[src/rtl/wash_pkg.sv]
// Shared encodings and default phase durations for the wash programme sequencer.
package wash_pkg;

    typedef enum logic [2:0] {
        IDLE  = 3'd0,
        SENSE = 3'd1,
        FILL  = 3'd2,
        WASH  = 3'd3,
        DRAIN = 3'd4,
        SPIN  = 3'd5,
        DONE  = 3'd6,
        FAULT = 3'd7
    } state_t;

    typedef enum logic [1:0] {
        FC_NONE    = 2'd0,
        FC_SENSE   = 2'd1,
        FC_TIMEOUT = 2'd2,
        FC_DOOR    = 2'd3
    } fault_code_t;

    localparam int DEF_SENSE_TIMEOUT = 32;
    localparam int DEF_MAX_RETRY     = 2;
    localparam int DEF_FILL_TIMEOUT  = 64;
    localparam int DEF_WASH_CYCLES   = 100;
    localparam int DEF_DRAIN_TIMEOUT = 64;
    localparam int DEF_SPIN_CYCLES   = 50;

    function automatic int max_of(input int a, input int b);
        return (a > b) ? a : b;
    endfunction

endpackage

[src/rtl/phase_timer.sv]
// Shared phase timer: counts cycles since the last clear, saturates, and flags the terminal count.
module phase_timer #(
    parameter int W = 8
) (
    input  logic         clk,
    input  logic         reset,
    input  logic         clear,
    input  logic         enable,
    input  logic [W-1:0] limit,
    output logic         expired
);

    logic [W-1:0] count;

    // NOTE: sequential state is always assigned with <= so every flop samples pre-edge values.
    always_ff @(posedge clk) begin
        if (!reset || clear || !enable) begin
            count <= '0;
        end else if (count != '1) begin
            count <= count + W'(1);
        end
    end

    assign expired = enable && (count == limit);

endmodule

[src/rtl/wash_cycle_controller.sv]
// Wash programme sequencer: SENSE -> FILL -> WASH -> DRAIN -> SPIN -> DONE with timeouts,
// sense retries and a door interlock; outputs are registered from the next state.
module wash_cycle_controller
    import wash_pkg::*;
#(
    parameter int SENSE_TIMEOUT = DEF_SENSE_TIMEOUT,
    parameter int MAX_RETRY     = DEF_MAX_RETRY,
    parameter int FILL_TIMEOUT  = DEF_FILL_TIMEOUT,
    parameter int WASH_CYCLES   = DEF_WASH_CYCLES,
    parameter int DRAIN_TIMEOUT = DEF_DRAIN_TIMEOUT,
    parameter int SPIN_CYCLES   = DEF_SPIN_CYCLES
) (
    input  logic       clk,
    input  logic       reset,
    input  logic       start_btn,
    input  logic       door_closed,
    input  logic       load_ready,
    input  logic       water_full,
    input  logic       water_empty,
    input  logic       clear_fault,
    output logic       sense_start,
    output logic       valve_open,
    output logic       drum_motor,
    output logic       drain_pump,
    output logic       spin_motor,
    output logic       done,
    output logic       fault,
    output logic [1:0] fault_code,
    output logic [2:0] state
);

    localparam int MAX_DUR = max_of(max_of(max_of(SENSE_TIMEOUT, FILL_TIMEOUT), max_of(WASH_CYCLES, DRAIN_TIMEOUT)), SPIN_CYCLES);
    localparam int TW      = $clog2(MAX_DUR) + 1;
    localparam int RW      = (MAX_RETRY > 0) ? $clog2(MAX_RETRY + 1) : 1;

    state_t      st, nxt;
    fault_code_t fc_q, fc_nxt;
    logic [RW-1:0] retry;
    logic          retry_now;
    logic [TW-1:0] limit;
    logic          timer_en, expired;

    assign timer_en = st inside {SENSE, FILL, WASH, DRAIN, SPIN};

    always_comb begin
        limit = '0;
        case (st)
            SENSE:   limit = TW'(SENSE_TIMEOUT - 1);
            FILL:    limit = TW'(FILL_TIMEOUT - 1);
            WASH:    limit = TW'(WASH_CYCLES - 1);
            DRAIN:   limit = TW'(DRAIN_TIMEOUT - 1);
            SPIN:    limit = TW'(SPIN_CYCLES - 1);
            default: limit = '0;
        endcase
    end

    // A sense retry restarts the timer without leaving SENSE.
    phase_timer #(.W(TW)) u_timer (
        .clk     (clk),
        .reset   (reset),
        .clear   ((nxt != st) || retry_now),
        .enable  (timer_en),
        .limit   (limit),
        .expired (expired)
    );

    // Within a cycle the door interlock outranks a timeout, which outranks a completion event.
    always_comb begin
        // NOTE: every variable gets a default first so no path leaves it unassigned and infers a latch.
        nxt       = st;
        fc_nxt    = fc_q;
        retry_now = 1'b0;
        if (timer_en && !door_closed) begin
            nxt    = FAULT;
            fc_nxt = FC_DOOR;
        end else begin
            case (st)
                IDLE:  if (start_btn && door_closed) nxt = SENSE;
                SENSE: begin
                    if (expired) begin
                        if (retry == RW'(MAX_RETRY)) begin
                            nxt    = FAULT;
                            fc_nxt = FC_SENSE;
                        end else begin
                            retry_now = 1'b1;
                        end
                    end else if (load_ready) begin
                        nxt = FILL;
                    end
                end
                FILL: begin
                    if (expired) begin
                        nxt    = FAULT;
                        fc_nxt = FC_TIMEOUT;
                    end else if (water_full) begin
                        nxt = WASH;
                    end
                end
                WASH:  if (expired) nxt = DRAIN;
                DRAIN: begin
                    if (expired) begin
                        nxt    = FAULT;
                        fc_nxt = FC_TIMEOUT;
                    end else if (water_empty) begin
                        nxt = SPIN;
                    end
                end
                SPIN:  if (expired) nxt = DONE;
                DONE:  if (!door_closed) nxt = IDLE;
                FAULT: begin
                    if (clear_fault) begin
                        nxt    = IDLE;
                        fc_nxt = FC_NONE;
                    end
                end
                default: nxt = IDLE;
            endcase
        end
    end

    always_ff @(posedge clk) begin
        if (!reset) begin
            st          <= IDLE;
            fc_q        <= FC_NONE;
            retry       <= '0;
            sense_start <= 1'b0;
            valve_open  <= 1'b0;
            drum_motor  <= 1'b0;
            drain_pump  <= 1'b0;
            spin_motor  <= 1'b0;
            done        <= 1'b0;
            fault       <= 1'b0;
        end else begin
            st          <= nxt;
            fc_q        <= fc_nxt;
            if (retry_now) begin
                retry <= retry + RW'(1);
            end else if (nxt == IDLE) begin
                retry <= '0;
            end
            sense_start <= (nxt == SENSE) && !retry_now;
            valve_open  <= (nxt == FILL);
            drum_motor  <= (nxt == WASH);
            drain_pump  <= (nxt == DRAIN) || (nxt == SPIN);
            spin_motor  <= (nxt == SPIN);
            done        <= (nxt == DONE);
            fault       <= (nxt == FAULT);
        end
    end

    assign fault_code = fc_q;
    assign state      = st;

endmodule

[config.mk]
export PLATFORM = sky130hd
export DESIGN_NAME = wash_cycle_controller
export DESIGN_NICKNAME = d
export VERILOG_FILES = /design/src/rtl/wash_pkg.sv /design/src/rtl/phase_timer.sv /design/src/rtl/wash_cycle_controller.sv
export SDC_FILE = /design/constraint.sdc
export NUM_CORES = 1
export LEC_CHECK = 0
export CELL_PAD_IN_SITES_DETAIL_PLACEMENT = 0
export CELL_PAD_IN_SITES_GLOBAL_PLACEMENT = 1
export CORE_MARGIN = 3
export CORE_UTILIZATION = 41
export CTS_BUF_LIST = sky130_fd_sc_hd__clkbuf_4 sky130_fd_sc_hd__clkbuf_8 sky130_fd_sc_hd__clkbuf_16
export CTS_CLUSTER_DIAMETER = 150
export CTS_CLUSTER_SIZE = 25
export DETAILED_ROUTE_END_ITERATION = 16
export HOLD_SLACK_MARGIN = 0.06
export PLACE_DENSITY_LB_ADDON = 0.05
export REMOVE_ABC_BUFFERS = 1
export SYNTH_ARGS = -nofsm -noshare
export SYNTH_HDL_FRONTEND = slang
export SYNTH_SLANG_ARGS = --single-unit
[constraint.sdc]
create_clock -name clk -period 4.37 [get_ports clk]
set_clock_uncertainty 0.2 [all_clocks]
set_input_delay 0.874 -clock clk [delete_from_list [all_inputs] [get_ports clk]]
set_output_delay 0.874 -clock clk [all_outputs]
set_load 0.02 [all_outputs]
==> impl_metrics.csv <==
group,metric,value,unit
status,status,"finished clean",
drt,wl_per_cell,16.2,µm
yosys,synth_cell_types,63,
yosys,avgSynthCellArea,8.01,µm²
placed_design,dpl.cell_count,265,
clocking,h-tree-depth,1,
die,die_w,69.4,µm
yosys,synthArstFlopShare,0,
sta,fin_setup_tns,0,ns
clocking,numClockSinks,22,
sta,maxSlewViolCount,0,
clocking,cts_root_buffer,"clkbuf_8",
final_layout,fillers,364,
critical_path,critPathArrivalTime,3.58,ns
clocking,numCtsBuffers,3,
drt,routed_wirelength,4370,µm
die,placement_rows,22,
placed_design,dpl_cell_area,0.00187,mm²
critical_path,crit_path_end_kind,"flip-flop",
run,cap_violations,0,
global_route,grt_pass1_wl,7530,µm
die,ios,20,
final_layout,regArea,440,µm²
final_layout,area_delta_synth_final,16.8,%
clocking,cts_tree,"done",
clocking,cts_resized,0,
power,pwr_density_cell,699,mW/mm²
critical_path,cp-start-kind,"flip-flop",
drt,remaining_drc_errors,0,
die,die_h,69.4,µm
power,p_leak,0.691,nW
clocking,hold_buffers,0,
die,dieArea,0.00482,mm²
drt,vias,1663,
final_layout,layout_commonest_cell,"dfxtp_1",
final_layout,layout_common_cells,"dfxtp_1 (22), nor3_1 (21), clkdlybuf4s50_1 (19), nand2_1 (15), nor2_1 (12)",
final_layout,fin_cells,269,
clocking,post-cts-setup-buffers,0,
min_path,hold_class,"flip-flop to flip-flop",
sta,grt_setup_unrepaired,"no",
final_layout,multi_input_area,0.00113,mm²
yosys,netlist_area,0.00165,mm²
drt,drtAntennaViolNets,0,
drt,dr.pass1.iters,5,
sta,hold_viol,0,
critical_path,required,4.34,ns
sta,period_needed,3.61,ns
sta,setup_violations,0,
die,start_util,0.438,
sta,clock.fmax,277,MHz
yosys,seq_area_frac_synth,0.267,
yosys,synthTopCellsByArea,"dfxtp_1 (27%), nor3_1 (6.4%), ha_1 (3.8%), nand2_1 (3.4%), nand3b_1 (3.2%)",
global_route,grt_max_degree,24,
power,fin_total_pwr,1.35,mW
yosys,syn_inst,206,
sta,layout_worst_path_cycle_share,0.826,
yosys,synth_edf_count,0,
yosys,synth_seq_cells,22,
drt,drt_iter0_drc,121,
global_route,antenna_found_initial,0,
critical_path,critPathKind,"flip-flop to flip-flop",
final_layout,antennaDiodeCount,0,
clocking,cts.clk_slew.worst_paths,0.08,ns
yosys,synth_flop_cell,"dfxtp_1",
sta,worst-slew-pin-transition,0.821,ns
critical_path,crit_fanout,23,
clocking,clock_latency,0.25,ns
clocking,cts_max_path_buffers,2,
yosys,yosysWarnings,0,
sta,finalWorstSetupSlack,0.758,ns
placed_design,numPortBuffers,19,
drt,detail_route.vias_per_cell,6.18,
sta,relSlewSlack,0.447,
placed_design,dp_slack,0.804,ns
global_route,grt_remaining_overflow,0,
placed_design,gp_congestion,0.838,
yosys,synth_top_area_share,0.267,
final_layout,postLayoutCellArea,0.00193,mm²
placed_design,dp_hpwl,3270,µm
final_layout,fin_util,0.511,
die,core,0.00377,mm²
yosys,yosys.area.top_type,"dfxtp_1",
power,ir_worst_vdd,0.379,mV
sta,whs,0.260,ns
global_route,gr-usage-all-layers,0.183,
global_route,grt_pass1_vias,1540,
final_layout,fin_nets,235,
final_layout,post_route_cells_drive_above_1_share,0.0769,
-- layer usage --
metal | share of wire | up-vias | wire length (µm) | track usage
met5 | 0 | - | 0 | 0
met2 | 0.48 | 50 | 2090 | 0.287
met3 | 0.057 | 2 | 251 | 0.0406
met1 | 0.46 | 799 | 2020 | 0.255
met4 | 0.0023 | 0 | 10 | 0.0456
li1 | - | 812 | - | -
-- state kept, by name, indices dropped and copies added (netlist names) --
name,count
sense_start,1
u_timer.count,8
fault,1
state,3
done,1
fault_code,2
drum_motor,1
retry,2
drain_pump,1
spin_motor,1
valve_open,1
-- layout make-up --
type | count | share of cell area
flip-flops and latches | 22 | 0.229
inverters | 7 | 0.0136
repair buffers | 22 | 0.110
multi-input cells | 166 | 0.588
well taps | 48 | 0.0312
clock buffers | 4 | 0.0286
-- synthesized netlist by cell type, types with 2 or more instances --
master / number
inv_1: 7
nand2_1: 15
and3_1: 2
a21oi_1: 8
buf_2: 2
ha_1: 5
nor3_1: 21
o31ai_1: 2
a21o_1: 2
or3_1: 4
nor4_1: 5
a311o_1: 2
nand2b_1: 3
nand4_1: 5
clkbuf_1: 7
nor2_1: 12
or4_1: 2
a211oi_1: 2
nand3_1: 6
dfxtp_1: 22
xor2_1: 3
o211ai_1: 3
and2_1: 6
nand3b_1: 7
nor3b_1: 2
o21ai_0: 8
xnor2_1: 5
mux2i_1: 2
a31oi_1: 2
-- logic make-up after synthesis --
kind of cell,count (synthesis),synth area share
fa+ha+maj,5,0.0379
simple gates,101,0.358
xor+xnor,8,0.0425
mux,2,0.0121
flops,22,0.267
buf+inv,18,0.0470
compound gates,50,0.236
-- where the power goes --
| part | internal, mW | switching [mW] |
|---|---|---|
| Clock | 0.0801 | 0.0597 |
| Combinational | 0.360 | 0.531 |
| Sequential | 0.246 | 0.0713 |
| Total | 0.685 | 0.662 |
-- critical path, stage by stage (launching register included) --
cell and delay (ns):
dfxtp_1 0.84, inv_1 0.21, ha_1 0.25, nor3_1 0.57, a211oi_1 0.16, nor4_1 0.60
a22oi_1 0.39, nor4_1 0.31
-- final timing paths --
check | start | to | slack, ns | depth (start not counted)
worst max register to register | state[2]$_SDFF_PN0_ | u_timer.count[6]$_SDFFE_PP0P_ | 0.76 | 7
worst min-delay path | fault_code[1]$_SDFFE_PN0P_ | fault_code[1]$_SDFFE_PN0P_ | 0.26 | 2
worst max-delay path | state[2]$_SDFF_PN0_ | u_timer.count[6]$_SDFFE_PP0P_ | 0.76 | 7
worst min register to register | fault_code[1]$_SDFFE_PN0P_ | fault_code[1]$_SDFFE_PN0P_ | 0.26 | 2
(Power assumes the default switching activity.)
==> RTL change 1, RTL diff (same settings) <==
Set the package constant `DEF_MAX_RETRY` to 4 (it was 2).
--- a/src/rtl/wash_pkg.sv
+++ b/src/rtl/wash_pkg.sv
@@ -20,7 +20,7 @@
     } fault_code_t;
 
     localparam int DEF_SENSE_TIMEOUT = 32;
-    localparam int DEF_MAX_RETRY     = 2;
+    localparam int DEF_MAX_RETRY     = 4;
     localparam int DEF_FILL_TIMEOUT  = 64;
     localparam int DEF_WASH_CYCLES   = 100;
     localparam int DEF_DRAIN_TIMEOUT = 64;
Formal check against the unedited RTL: same outputs for any inputs over 10 cycles, from zero or initial values and one cycle with reset low; that may be too few to reach the edited logic, so the function may still have changed.
==> RTL change 1 against the unedited design <==
Via count down 5.1%; cell count up 0.37%; critical path type unchanged; power down 1.0%; worst setup slack lost 0.045 ns; area after synthesis decreased by 3.1%; count of clock-buffer cells in the layout decreased by 1; sequential cell count up 1; first-iteration DRC count is 32% lower; core utilization shrank 0.49 points; cell area down 2.4%; combinational power barely moved; routed wire length is 1.8% lower.
==> RTL change 1: results (changes against the unedited design) <==
The clock network fraction of total power came out at 9.9% (was 10.4%). The total global routing track utilization is 20.9% (was 18.3%). The compound-gate portion of the synthesized area is 26.5% (was 23.6%).

The mux cell area share after synthesis is 1.88% (was 1.21%). The area fraction of clock buffers and clock inverters is 2.46% (was 2.86%). The number of multi-input logic gates is 165 (was 166). The standard cell area after detailed placement is 1830 um^2 (was 1870 um^2). The worst slew slack as a fraction of its limit came out at 61.6% (was 44.7%).

The global placement routability congestion came to 0.932 (was 0.838). The power consumption came out at 1.33 mW (was 1.35 mW). The fraction of layout cells with a size suffix above 1 is 7.21% (was 7.69%).

Top cell types by occurrence after synthesis: sky130_fd_sc_hd__dfxtp_1 (23), sky130_fd_sc_hd__nand2_1 (15), sky130_fd_sc_hd__nor3_1 (15), sky130_fd_sc_hd__o21ai_0 (14) (was sky130_fd_sc_hd__dfxtp_1 (22), sky130_fd_sc_hd__nor3_1 (21), sky130_fd_sc_hd__nand2_1 (15), sky130_fd_sc_hd__nor2_1 (12)). The number of global-route vias before repair came out at 1,565 (was 1,540). The post-synthesis share of cell area spent on full adders, half adders and majority gates is 4.69% (was 3.79%). The number of cells after detailed placement came out at 266 (was 265). The number of filler cells placed in the layout is 388 (was 364).

The worst endpoint data arrival time is 3.61 ns (was 3.58 ns). The maximum number of pins on one net before global-route repair came out at 23 (was 24). The detailed-route wire length on metal 1 is 1970 um (was 2020 um). The footprint of the flip-flops and latches came to 460 um^2 (was 440 um^2).

The met3 wirelength from detailed routing came out at 175 um (was 251 um). The routed via count divided by cell count is 5.85 (was 6.18). The leakage power total came out at 0.711 nW (was 0.691 nW). The startpoint of the worst hold path is retry[1] (was fault_code[1]). The first-pass GRT wire length came out at 7500 um (was 7530 um). The post-synthesis sequential area ratio came out at 28.8% (was 26.7%).

The met2 wire length was 2090 um (about the same). The final worst hold slack was 0.318 ns (was 0.260 ns). The average cell area after synthesis is 7.80 um^2 (was 8.01 um^2).

The worst setup path endpoint is retry[2] (was u_timer.count[6]). The internal power summed over all cells came out at 0.664 mW (was 0.685 mW). The reg-to-reg startpoint is state[1] (was state[2]). The utilization of the core after routing is 50.6% (was 51.1%).

Run status: finished, final reports clean (unchanged). The met2 usage is 35.8% (was 28.7%). The estimated wirelength of the detail-placed design is 3320 um (was 3270 um). The overall routed net length came out at 4290 um (was 4370 um). The number of DRC markers in iteration 0 is 82 (was 121). The total via count after detailed routing came out at 1,579 (was 1,663).
==> RTL change 1: changes by cell type in the layout (fill, tap and decap cells not counted), moves of 4 or more <==
cell	before	now
sky130_fd_sc_hd__nor2b_1	1	7
sky130_fd_sc_hd__nand3b_1	7	1
sky130_fd_sc_hd__nor4_1	5	1
sky130_fd_sc_hd__nor3_1	21	15
sky130_fd_sc_hd__and2_0	0	4
sky130_fd_sc_hd__o21ai_0	8	14
==> RTL change 1: worst max-delay path: stages, from the launching register on <==
cell and delay [ns]:
sky130_fd_sc_hd__dfxtp_1 0.57, sky130_fd_sc_hd__inv_1 0.20, sky130_fd_sc_hd__ha_1 0.28, sky130_fd_sc_hd__nor3_1 0.51, sky130_fd_sc_hd__nand2_1 0.17, sky130_fd_sc_hd__a31o_2 0.27, sky130_fd_sc_hd__a22o_1 0.19, sky130_fd_sc_hd__a211o_1 0.30
sky130_fd_sc_hd__a311oi_4 0.40, sky130_fd_sc_hd__a31oi_1 0.19, sky130_fd_sc_hd__a22o_1 0.27
==> RTL change 2, RTL diff (config.mk and constraints unchanged) <==
Without the edit above. Make the reset (`reset`) asynchronous in one clocked block.
--- a/src/rtl/wash_cycle_controller.sv
+++ b/src/rtl/wash_cycle_controller.sv
@@ -118,7 +118,7 @@
         end
     end
 
-    always_ff @(posedge clk) begin
+    always_ff @(posedge clk or negedge reset) begin
         if (!reset) begin
             st          <= IDLE;
             fc_q        <= FC_NONE;
Function: differs if reset is asserted again (counterexample within 4 cycles, from zero or initial values and one cycle with reset low); with reset held inactive, the same outputs for 10 cycles.
==> RTL change 2 against the unedited design <==
Cell area fell by 6.6%; core utilization is 0.43 points higher; power down 0.86%; area after synthesis shrank 6.3%; worst setup slack better by 0.27 ns; count of clock-buffer cells in the layout decreased by 1; sequential cell count unchanged; routed wire length down 17%; sequential power grew 15%; largest cell class unchanged; highest routed layer unchanged.
==> RTL change 2: results (changes against the unedited design) <==
The async set-or-reset flop fraction in the synthesized netlist came out at 63.6% (was 0%). The number of filler cells placed in the layout was 343 (was 364). The stage delay of the slowest cell on the critical path came out at 0.99 ns (was 0.84 ns). The met2 wire length came out at 1740 um (was 2090 um). Top cell types by occurrence after synthesis: sky130_fd_sc_hd__nand2_1 (18), sky130_fd_sc_hd__dfrtp_1 (14), sky130_fd_sc_hd__nor2_1 (12), sky130_fd_sc_hd__dfxtp_1 (8) (was sky130_fd_sc_hd__dfxtp_1 (22), sky130_fd_sc_hd__nor3_1 (21), sky130_fd_sc_hd__nand2_1 (15), sky130_fd_sc_hd__nor2_1 (12)). The cell count of the worst hold path is 1 (was 2). The worst endpoint data arrival time is 3.30 ns (was 3.58 ns).

Run status: finished, final reports clean (unchanged). The worst slew slack as a fraction of its limit was 34.9% (was 44.7%). The pre-CTS worst setup slack came out at 1.07 ns (was 0.804 ns). The startpoint of the worst hold path is fault_code[0] (was fault_code[1]).

The met2 usage is 28.8% (was 28.7%). The global placement routability congestion is 0.829 (was 0.838). The fraction of area in multi-input gates came out at 52.5% (was 58.8%). The proportion of final cell area spent on non-clock buffers is 11.0% (about the same). The maximum VDD drop came to 0.000227 V (was 0.000379 V).

The number of cells after detailed placement is 230 (was 265). The number of global-route vias before repair was 1,249 (was 1,540). The number of detailed-routing iterations run before antenna repair came out at 4 (was 5).

The top fanout value on the critical path was 32 (was 23). The standard cell area after detailed placement is 1730 um^2 (was 1870 um^2). The post-layout minimum cycle time came out at 3.34 ns (was 3.61 ns). The total via count after detailed routing came out at 1,376 (was 1,663).

The cell type of the slowest stage on the worst timing path is sky130_fd_sc_hd__dfrtp_1 (was sky130_fd_sc_hd__dfxtp_1). The count of unique library cells instantiated by Yosys came out at 58 (was 63). The met1 routing resource usage after global routing came out at 21.8% (was 25.5%). The fraction of layout cells with a size suffix above 1 came out at 10.1% (was 7.69%). Biggest area contributors in the synthesized netlist: sky130_fd_sc_hd__dfrtp_1 (23%), sky130_fd_sc_hd__dfxtp_1 (10%), sky130_fd_sc_hd__nand2_1 (4.4%), sky130_fd_sc_hd__nor2_1 (2.9%), sky130_fd_sc_hd__mux2i_1 (2.6%) (was sky130_fd_sc_hd__dfxtp_1 (27%), sky130_fd_sc_hd__nor3_1 (6.4%), sky130_fd_sc_hd__ha_1 (3.8%), sky130_fd_sc_hd__nand2_1 (3.4%), sky130_fd_sc_hd__nand3b_1 (3.2%)). The post-synthesis sequential area ratio came out at 33.0% (was 26.7%). The leakage power total is 0.690 nW (was 0.691 nW). The overall routed net length is 3620 um (was 4370 um). The maximum number of pins on one net before global-route repair was 33 (was 24). The worst-case hold path end point is fault_code[0] (was fault_code[1]).

The first-pass GRT wire length was 6010 um (was 7530 um). The net total in the final layout came to 199 (was 235). The count of plain and timing-repair buffers in the layout was 20 (was 22). The startpoint of the most critical setup path was state[1] (was state[2]). The final worst hold slack came to 0.320 ns (was 0.260 ns).

The area growth from synthesis to final layout came out at 16.4% (was 16.8%). The internal power summed over all cells is 0.740 mW (was 0.685 mW). The area fraction of clock buffers and clock inverters is 3.96% (was 2.86%).
## RTL change 2: cell count changes after synthesis, moves of 4 or more
cell,change
sky130_fd_sc_hd__nor3_1,-14
sky130_fd_sc_hd__nand3b_1,-5
sky130_fd_sc_hd__dfrtp_1,+14
sky130_fd_sc_hd__and3_1,+4
sky130_fd_sc_hd__dfxtp_1,-14
## RTL change 2: cells by family after synthesis
family / Yosys count / synth area share (%)
flip-flops: 22 / 33.0
multiplexers: 7 / 5.26
adder cells (fa/ha/maj): 2 / 1.62
AND/OR/NAND/NOR: 77 / 27.7
buffers and inverters: 17 / 5.91
AO/OA/AOI/OAI: 46 / 23.7
XOR/XNOR: 5 / 2.83
## RTL change 2: power groups by stage
stage	clock, mW	sequential, mW	combinational [mW]
floorplan	0	0.399	0.507
global placement	0	0.366	0.769
detailed placement	0	0.369	0.779
CTS	0.195	0.365	0.784
global route	0.204	0.377	0.859
finish	0.188	0.365	0.783
